<file path="config.mk">
export PLATFORM = sky130hd
export DESIGN_NAME = regfile_2r1w
export DESIGN_NICKNAME = d
export VERILOG_FILES = /design/src/rtl/regfile_2r1w.sv
export SDC_FILE = /design/constraint.sdc
export NUM_CORES = 1
export LEC_CHECK = 0
export CAP_MARGIN = 20
export CORE_MARGIN = 4
export CORE_UTILIZATION = 45
export CTS_CLUSTER_DIAMETER = 200
export CTS_CLUSTER_SIZE = 14
export DETAILED_ROUTE_END_ITERATION = 6
export GPL_ROUTABILITY_DRIVEN = 1
export MAX_ROUTING_LAYER = met4
export SLEW_MARGIN = 5
export SYNTH_ARGS = -nofsm -noshare
export SYNTH_HDL_FRONTEND = slang
export SYNTH_SLANG_ARGS = --single-unit
</file>
<file path="constraint.sdc">
create_clock -name clk_i -period 4.1 [get_ports clk_i]
set_input_delay 0.615 -clock clk_i [delete_from_list [all_inputs] [get_ports clk_i]]
set_output_delay 0.615 -clock clk_i [all_outputs]
set_load 0.05 [all_outputs]
</file>
<file path="src/rtl/regfile_2r1w.sv">
// ---------------------------------------------------------------------------
// regfile_2r1w
// Parametrised two-read / one-write register file for the ALU operand path.
// After every reset an init sequencer walks the whole array writing zero,
// one entry per clock, while busy_o is held high and both read ports are
// forced to zero. Once the sequencer finishes, the array behaves as a normal
// register file with combinational reads, an optional write-through bypass
// and an optional hard-wired zero register at entry 0.
//
// Ports
//   clk_i       in   1       single clock, all state updates on rising edge
//   rst_i       in   1       synchronous active-high reset, restarts init
//   rd_addr1_i  in   ADDR_W  read port 1 address
//   rd_addr2_i  in   ADDR_W  read port 2 address
//   rd_data1_o  out  DATA_W  read port 1 data, combinational
//   rd_data2_o  out  DATA_W  read port 2 data, combinational
//   we_i        in   1       write enable (ignored while initialising)
//   wr_addr_i   in   ADDR_W  write address
//   wr_data_i   in   DATA_W  write data
//   busy_o      out  1       high while the init sequencer clears the array
// ---------------------------------------------------------------------------
module regfile_2r1w #(
    parameter int unsigned DATA_W   = 32,
    parameter int unsigned ADDR_W   = 5,
    parameter int unsigned ZERO_REG = 1,
    parameter int unsigned BYPASS   = 1
) (
    input  logic              clk_i,
    input  logic              rst_i,
    input  logic [ADDR_W-1:0] rd_addr1_i,
    input  logic [ADDR_W-1:0] rd_addr2_i,
    output logic [DATA_W-1:0] rd_data1_o,
    output logic [DATA_W-1:0] rd_data2_o,
    input  logic              we_i,
    input  logic [ADDR_W-1:0] wr_addr_i,
    input  logic [DATA_W-1:0] wr_data_i,
    output logic              busy_o
);

    localparam int unsigned       DEPTH    = 2 ** ADDR_W;
    localparam logic [ADDR_W-1:0] LAST_IDX = '1;

    typedef enum logic {
        ST_INIT,
        ST_RUN
    } state_t;

    state_t            state_q, state_d;
    logic [ADDR_W-1:0] clr_cnt_q, clr_cnt_d;
    logic              busy_q, busy_d;
    logic [DATA_W-1:0] mem_q [DEPTH];
    logic              wr_accept;

    // Next-state logic for the init sequencer. In INIT the clear counter
    // advances every cycle; clearing the last entry is what hands control to
    // RUN, and the counter wraps back to zero on that same edge.
    always_comb begin
        state_d   = state_q;
        clr_cnt_d = clr_cnt_q;
        busy_d    = busy_q;
        case (state_q)
            ST_INIT: begin
                clr_cnt_d = clr_cnt_q + ADDR_W'(1);
                if (clr_cnt_q == LAST_IDX) begin
                    state_d = ST_RUN;
                    busy_d  = 1'b0;
                end
            end
            ST_RUN: begin
                state_d = ST_RUN;
            end
            default: begin
                state_d = ST_INIT;
            end
        endcase
    end

    // Sequencer state register. Reset can land in either state and always
    // restarts the clear from entry 0 with busy raised.
    always_ff @(posedge clk_i) begin
        if (rst_i) begin
            state_q   <= ST_INIT;
            clr_cnt_q <= '0;
            busy_q    <= 1'b1;
        end else begin
            state_q   <= state_d;
            clr_cnt_q <= clr_cnt_d;
            busy_q    <= busy_d;
        end
    end

    // A user write only lands in RUN, and never on the zero register when
    // that feature is enabled.
    always_comb begin
        wr_accept = we_i && (state_q == ST_RUN);
        if ((ZERO_REG != 0) && (wr_addr_i == '0)) begin
            wr_accept = 1'b0;
        end
    end

    // Storage array. It has no reset of its own: its content is only
    // observable after the sequencer has overwritten every entry with zero.
    always_ff @(posedge clk_i) begin
        if (!rst_i) begin
            if (state_q == ST_INIT) begin
                mem_q[clr_cnt_q] <= '0;
            end else if (wr_accept) begin
                mem_q[wr_addr_i] <= wr_data_i;
            end
        end
    end

    // Read port 1. Priority: forced zero while initialising, then the zero
    // register, then same-cycle forwarding of the write data, then the array.
    always_comb begin
        rd_data1_o = mem_q[rd_addr1_i];
        if (busy_q) begin
            rd_data1_o = '0;
        end else if ((ZERO_REG != 0) && (rd_addr1_i == '0)) begin
            rd_data1_o = '0;
        end else if ((BYPASS != 0) && we_i && (wr_addr_i == rd_addr1_i)) begin
            rd_data1_o = wr_data_i;
        end
    end

    // Read port 2, same priority order as port 1.
    always_comb begin
        rd_data2_o = mem_q[rd_addr2_i];
        if (busy_q) begin
            rd_data2_o = '0;
        end else if ((ZERO_REG != 0) && (rd_addr2_i == '0)) begin
            rd_data2_o = '0;
        end else if ((BYPASS != 0) && we_i && (wr_addr_i == rd_addr2_i)) begin
            rd_data2_o = wr_data_i;
        end
    end

    assign busy_o = busy_q;

endmodule
</file>
==> reports/qor.csv, run 1 <==
metric,value,unit
status,finished clean,
first-pass GRT wire length,240,mm
number of flops mapped to enable cells by yosys,1024,
register area,30900,sq um
largest net degree at the start of global routing,49,
Hold Crit Class,flop to flop,
grt total ovfl,0,
Fillers,8672,
CTS tree,done,
First-pass DRT Iterations,6,
WP data arrival,3380,ps
core area,109000,sq um
Netlist cell types,55,
pre-CTS setup slack,240,ps
Synth top area share,62.2,%
met2 Usage GRT,44.4,%
Final #Nets,3127,
port bufs,114,
DRC,0,
Commonest cells post-synth,"1,024 x edfxtp_1, 417 x mux2i_1, 320 x mux4_2, 113 x clkbuf_1, 86 x o221ai_1",
maximum buffer depth of the clock tree,3,
htree depth,3,
die height,340,um
"count leader, synth",edfxtp_1,
Routed Antenna Nets,0,
die span in x,340,um
max-slew violation count,0,
Layout area overhead,15.4,%
Area contributors post-synth,"edfxtp_1 62%, mux4_2 15%, mux2i_1 8.4%",
"Data required, critical path",3480,ps
initial antenna violation count,6,
Worst-Skew Late Latency,670,ps
Hold Buf Count CTS,0,
setup bufs post-CTS,0,
DPL Wire Length,106,mm
Synth Instances,2834,
Crit. End Element,output port,
# clock sinks,1031,
clock slew at reported path FFs,80,ps
fraction of registers with async set/reset,0,%
period utilization,97.3,%
final worst slack,110,ps
root buffer cell,clkbuf_16,
CP max FO,9,
Tmin final,3990,ps
Iteration-0 DRC Markers,4470,
Multi-input gate area,17500,sq um
Setup Skew,22.4,ps
GRT met1 Usage,40.7,%
Ports,115,
Top Usage Layer GRT,met2,
Avg Synthesized Cell Area,17.5,sq um
CTS resizes,0,
YS warnings,0,
ys flop type,edfxtp_1,
maxcap violations,0,
"Cell Area, Synth",49500,sq um
Num CTS Buffers,83,
RSZ-0062 raised after global routing,false,
DR vias,31800,
Tot GR Track Use,30.1,%
row cnt,121,
Slew @ Worst Pin,1190,ps
final WL,171,mm
Post-Syn Nets,2886,
Pleak,0.0180,uW
worst hold slack,573,ps
CP Launch Type,input port,
post-synthesis sequential area ratio,62.5,%
share of cells above drive strength 1,28.8,%
Setup-failing EPs final,0,
gpl congestion,0.931,
dominant cell type by area after synthesis,edfxtp_1,
drt via density,7.06,
VDD IR max,310,uV
Slew HR,20.2,%
PD cells,363,nW/um^2
Fin. Hold Viols,0,
met3 usage,6.93,%
vias in the first global route,32100,
crit path kind,input port to output port,
Max Fclk,251,MHz
DIE AREA,115000,sq um
"flops & latches, synth",1031,
Initial Util,45.4,%
Final TNS setup,0,ps
DR WL/cell,38.0,um
-- per-stage QoR --
| stage | total power [uW] | cells | util, % | cell area, sq um |
|---|---|---|---|---|
| 2_1_floorplan | 12800 | 2834 | - | 49500 |
| 3_3_place_gp | 13500 | 4404 | 50.3 | 54900 |
| 3_5_place_dp | 13600 | 4404 | 50.3 | 54900 |
| 4_1_cts | 20800 | 4502 | 52.4 | 57100 |
| 5_1_grt | 21300 | 4504 | 52.4 | 57100 |
| 6_report | 20700 | 4506 | 52.4 | 57100 |
-- worst max-delay path, stage by stage --
cell             delay [ps]
clkdlybuf4s50_1         550
xor2_1                  230
nor4_1                  400
buf_4                   200
nand3_4                 200
buf_4                   260
a31oi_1                 540
buf_4                   240
buf_12                  130
-- final cells by class --
cell class,count,share of cell area (%)
clock inverters,6,0.107
well taps,1414,3.10
repair buffers,399,8.28
diodes,4,0.0175
multi-input cells,1556,30.6
flip-flops and latches,1031,54.1
clock buffers,92,3.77
inverters,4,0.0263
-- power breakdown --
part | internal, uW | total (uW) | switching (uW)
Combinational | 753 | 1860 | 1110
Clock | 3710 | 7350 | 3650
Sequential | 11500 | 11500 | 32.9
-- cell families after synthesis --
| group | share of synthesized area, % |
|---|---|
| AO/OA/AOI/OAI | 7.39 |
| adder cells (fa/ha/maj) | 0.0506 |
| buffers and inverters | 2.91 |
| AND/OR/NAND/NOR | 2.45 |
| XOR/XNOR | 0.230 |
| multiplexers | 24.5 |
| flip-flops | 62.5 |
-- registers in the layout (all words and copies together) (netlist names) --
signal,count
clr_cnt_q,5
mem_q,1024
busy_o,1
state_q,1
-- per-layer routing --
metal | vias to the layer above | share of wire (%)
li1 | 12400 | -
met1 | 16600 | 39
met2 | 2264 | 45
met3 | 500 | 11
met4 | 0 | 4.9
met5 | - | 0
-- layout by cell type, fill, tap and decap left out, types with 5 or more instances in the layout --
| cell type | netlist | final |
|---|---|---|
| o221a_1 | 9 | 9 |
| and3_1 | 8 | 8 |
| o2bb2ai_1 | 6 | 6 |
| nand2b_1 | 8 | 5 |
| nor2_4 | 0 | 37 |
| xor2_1 | 10 | 10 |
| dfxtp_1 | 7 | 7 |
| o22ai_1 | 77 | 77 |
| buf_4 | 37 | 223 |
| nand2_1 | 33 | 32 |
| and2_1 | 56 | 53 |
| nand3_1 | 27 | 26 |
| mux4_2 | 320 | 320 |
| or2_2 | 5 | 5 |
| clkbuf_1 | 113 | 7 |
| mux2i_1 | 417 | 417 |
| clkdlybuf4s50_1 | 0 | 40 |
| edfxtp_1 | 1024 | 1024 |
| nor2_1 | 48 | 11 |
| clkbuf_16 | 0 | 85 |
| nor2b_1 | 25 | 23 |
| mux2_2 | 64 | 64 |
| o21ai_0 | 81 | 81 |
| a31oi_1 | 54 | 54 |
| o211a_1 | 26 | 26 |
| o2111ai_1 | 22 | 22 |
| o21ai_1 | 12 | 12 |
| buf_12 | 1 | 129 |
| a22o_1 | 34 | 34 |
| nor3_1 | 7 | 6 |
| o221ai_1 | 86 | 86 |
| o31ai_1 | 9 | 9 |
| a22oi_1 | 62 | 62 |
| a21oi_1 | 21 | 21 |
-- final timing paths --
check	from	cells after the start	slack, ps	to
worst min register to register	clr_cnt_q[1]$_SDFFE_PP0N_	2	570	clr_cnt_q[1]$_SDFFE_PP0N_
worst max register to register	state_q$_SDFF_PP0_	7	960	mem_q[11][14]$_DFFE_PP_
worst min-delay path	clr_cnt_q[1]$_SDFFE_PP0N_	2	570	clr_cnt_q[1]$_SDFFE_PP0N_
worst max-delay path	wr_addr_i[1]	9	110	rd_data2_o[6]
Power figures use the tool's default switching activity.
==> run 2: changes to the inputs <==
CAP_MARGIN = unset   (was 20)
CORE_ASPECT_RATIO = 0.6   (was unset)
==> reports/qor.csv, run 2 (synthesis results as in run 1) <==
metric,value,unit,change
status,finished clean,,
post-route cell area,56900,sq um,-0.40%
Final #Nets,3119,,-0.26%
Slew HR,16.8,%,-3.4 points
Clk pwr share,35.4,%,about the same
root buffer cell,clkbuf_16,,
DR WL met3,23.3,mm,+20%
"most common cell after layout, fill and taps aside",edfxtp_1,,
hold depth,2,,unchanged
final core occ,52.6,%,+0.17 points
max reg flops,1024,,unchanged
CTS tree,done,,
RSZ-0062 raised after global routing,false,,
dpl cells,4407,,+0.068%
initial antenna violation count,7,,+1
Max Fclk,251,MHz,+0.14%
met2 wire length,71.4,mm,-7.5%
Fin. Hold Viols,0,,unchanged
DIE AREA,115000,sq um,+0.15%
Final TNS setup,0,ps,unchanged
vias in the first global route,31400,,-2.0%
setup bufs post-CTS,0,,unchanged
WP data arrival,3370,ps,about the same
Initial Util,45.7,%,+0.33 points
First-pass DRT Iterations,6,,unchanged
max-slew violation count,0,,unchanged
CP max FO,34,,+25
CP Launch Point,rd_addr1_i[2],,
share of cells above drive strength 1,28.6,%,-0.19 points
largest registers,"mem_q x1024, clr_cnt_q x5",,
htree depth,3,,unchanged
Slew @ Worst Pin,1250,ps,+54.3 ps
highest routed layer,met4,,
Worst-Skew Late Latency,680,ps,about the same
PD cells,365,nW/um^2,+0.55%
Hold Crit Class,flop to flop,,
Tmin final,3990,ps,-5.38 ps
final WL,171,mm,about the same
cell count of the worst reg-to-reg path,7,,unchanged
Pleak,0.0179,uW,-0.52%
Num CTS Buffers,83,,unchanged
Hold Startpoint,clr_cnt_q[1]$_SDFFE_PP0N_,,
core area,108000,sq um,-0.72%
Fillers,8470,,-2.3%
maximum buffer depth of the clock tree,3,,unchanged
crit path kind,input port to output port,,
DR vias,31700,,-0.51%
Ports,115,,unchanged
"commonest cells after routing, fill and taps aside","1,024 x edfxtp_1, 417 x mux2i_1, 320 x mux4_2",,
sw frac,23.1,%,about the same
end of the worst hold path,clr_cnt_q[1]$_SDFFE_PP0N_,,
port bufs,114,,unchanged
Setup-failing EPs final,0,,unchanged
clock slew at reported path FFs,60,ps,-20 ps
# clock sinks,1031,,unchanged
row cnt,93,,-23%
"Data required, critical path",3480,ps,about the same
r2r startpoint,state_q$_SDFF_PP0_,,
Reg power frac,55.5,%,about the same
DRC,0,,unchanged
Crit. End Element,output port,,
drt via density,7.02,,-0.60%
Routed Antenna Nets,0,,unchanged
grt total ovfl,0,,unchanged
DP Area,54600,sq um,-0.43%
maxcap violations,0,,unchanged
largest net degree at the start of global routing,64,,+31%
Biggest register,mem_q,,
VDD IR max,336,uV,+8.4%
Power Internal,16000,uW,+0.16%
Iteration-0 DRC Markers,4745,,+6.2%
DPL Wire Length,106,mm,+0.27%
logic gate share of total power,9.2,%,+0.2 points
DR WL/cell,38.0,um,about the same
Tot GR Track Use,30.3,%,+0.18 points
gpl congestion,0.900,,-3.3%
Setup Skew,31.1,ps,+8.68 ps
CP Launch Type,input port,,
R2R setup slack,1050,ps,+90 ps
M1 wire length,71.8,mm,+8.7%
Worst R2R End,mem_q[23][25]$_DFFE_PP_,,
first-pass GRT wire length,241,mm,+0.51%
die height,265,um,-22%
die span in x,436,um,+28%
period utilization,97.2,%,-0.13 points
Layout area overhead,15.0,%,
Post-Layout Cell Count,4510,,+0.089%
Net Sw Power,4790,uW,+0.13%
[run 2: power groups by stage]
| stage | clock (uW) | sequential [uW] | combinational, uW |
|---|---|---|---|
| finish | 7340 | 11500 | 1900 |
| global route | 7850 | 11500 | 1960 |
| CTS | 7440 | 11500 | 1860 |
| detailed placement | 0 | 11700 | 1850 |
| global placement | 0 | 11700 | 1840 |
| floorplan | 0 | 11700 | 1100 |
[run 2: metrics by stage]
stage,worst slack [ps],total power (uW),hold slack [ps]
after global routing,113,21300,669
after detailed placement,87.2,13600,590
after global placement,104,13600,561
after floorplan,496,12800,532
after CTS,99.4,20800,602
final,115,20800,594
[run 2: critical path, stage by stage]
cell and delay, ps:
buf_6 450, or2_2 450, buf_12 260, o22ai_1 100, o21ai_0 730, nand4_1 240
o221a_1 330, buf_12 160
[run 2: metal layers]
metal | vias to the layer above | GRT usage [%]
met4 | 0 | 7.73
met1 | 16600 | 45.0
met3 | 332 | 8.32
met5 | - | -
li1 | 12400 | -
met2 | 2383 | 41.0
[run 2: layout make-up]
class | count | area [sq um] | share of cell area, %
tap | 1425 | 1780 | 3.13
sequential | 1031 | 30900 | 54.3
inverter | 4 | 15.0 | 0.0264
clock buffer | 93 | 2180 | 3.83
clock inverter | 2 | 22.5 | 0.0396
antenna | 8 | 20.0 | 0.0352
timing repair buffer | 391 | 4470 | 7.86
multi-input combinational | 1556 | 17500 | 30.8
[run 2: repair_timing]
action / CTS / global route
setup endpoints to repair: 0 / 2
hold buffers: 0 / 0
resized for setup: 0 / 2
[run 2: how the worst max path moves through the flow]
stage,cells past startpoint,slack [ps],endpoint
6_report,8,110,rd_data1_o[31]
5_1_grt,8,110,rd_data1_o[31]
4_1_cts,7,100,rd_data1_o[17]
3_5_place_dp,7,90,rd_data1_o[17]
3_3_place_gp,7,100,rd_data1_o[17]
2_1_floorplan,7,500,mem_q[16][0]$_DFFE_PP_
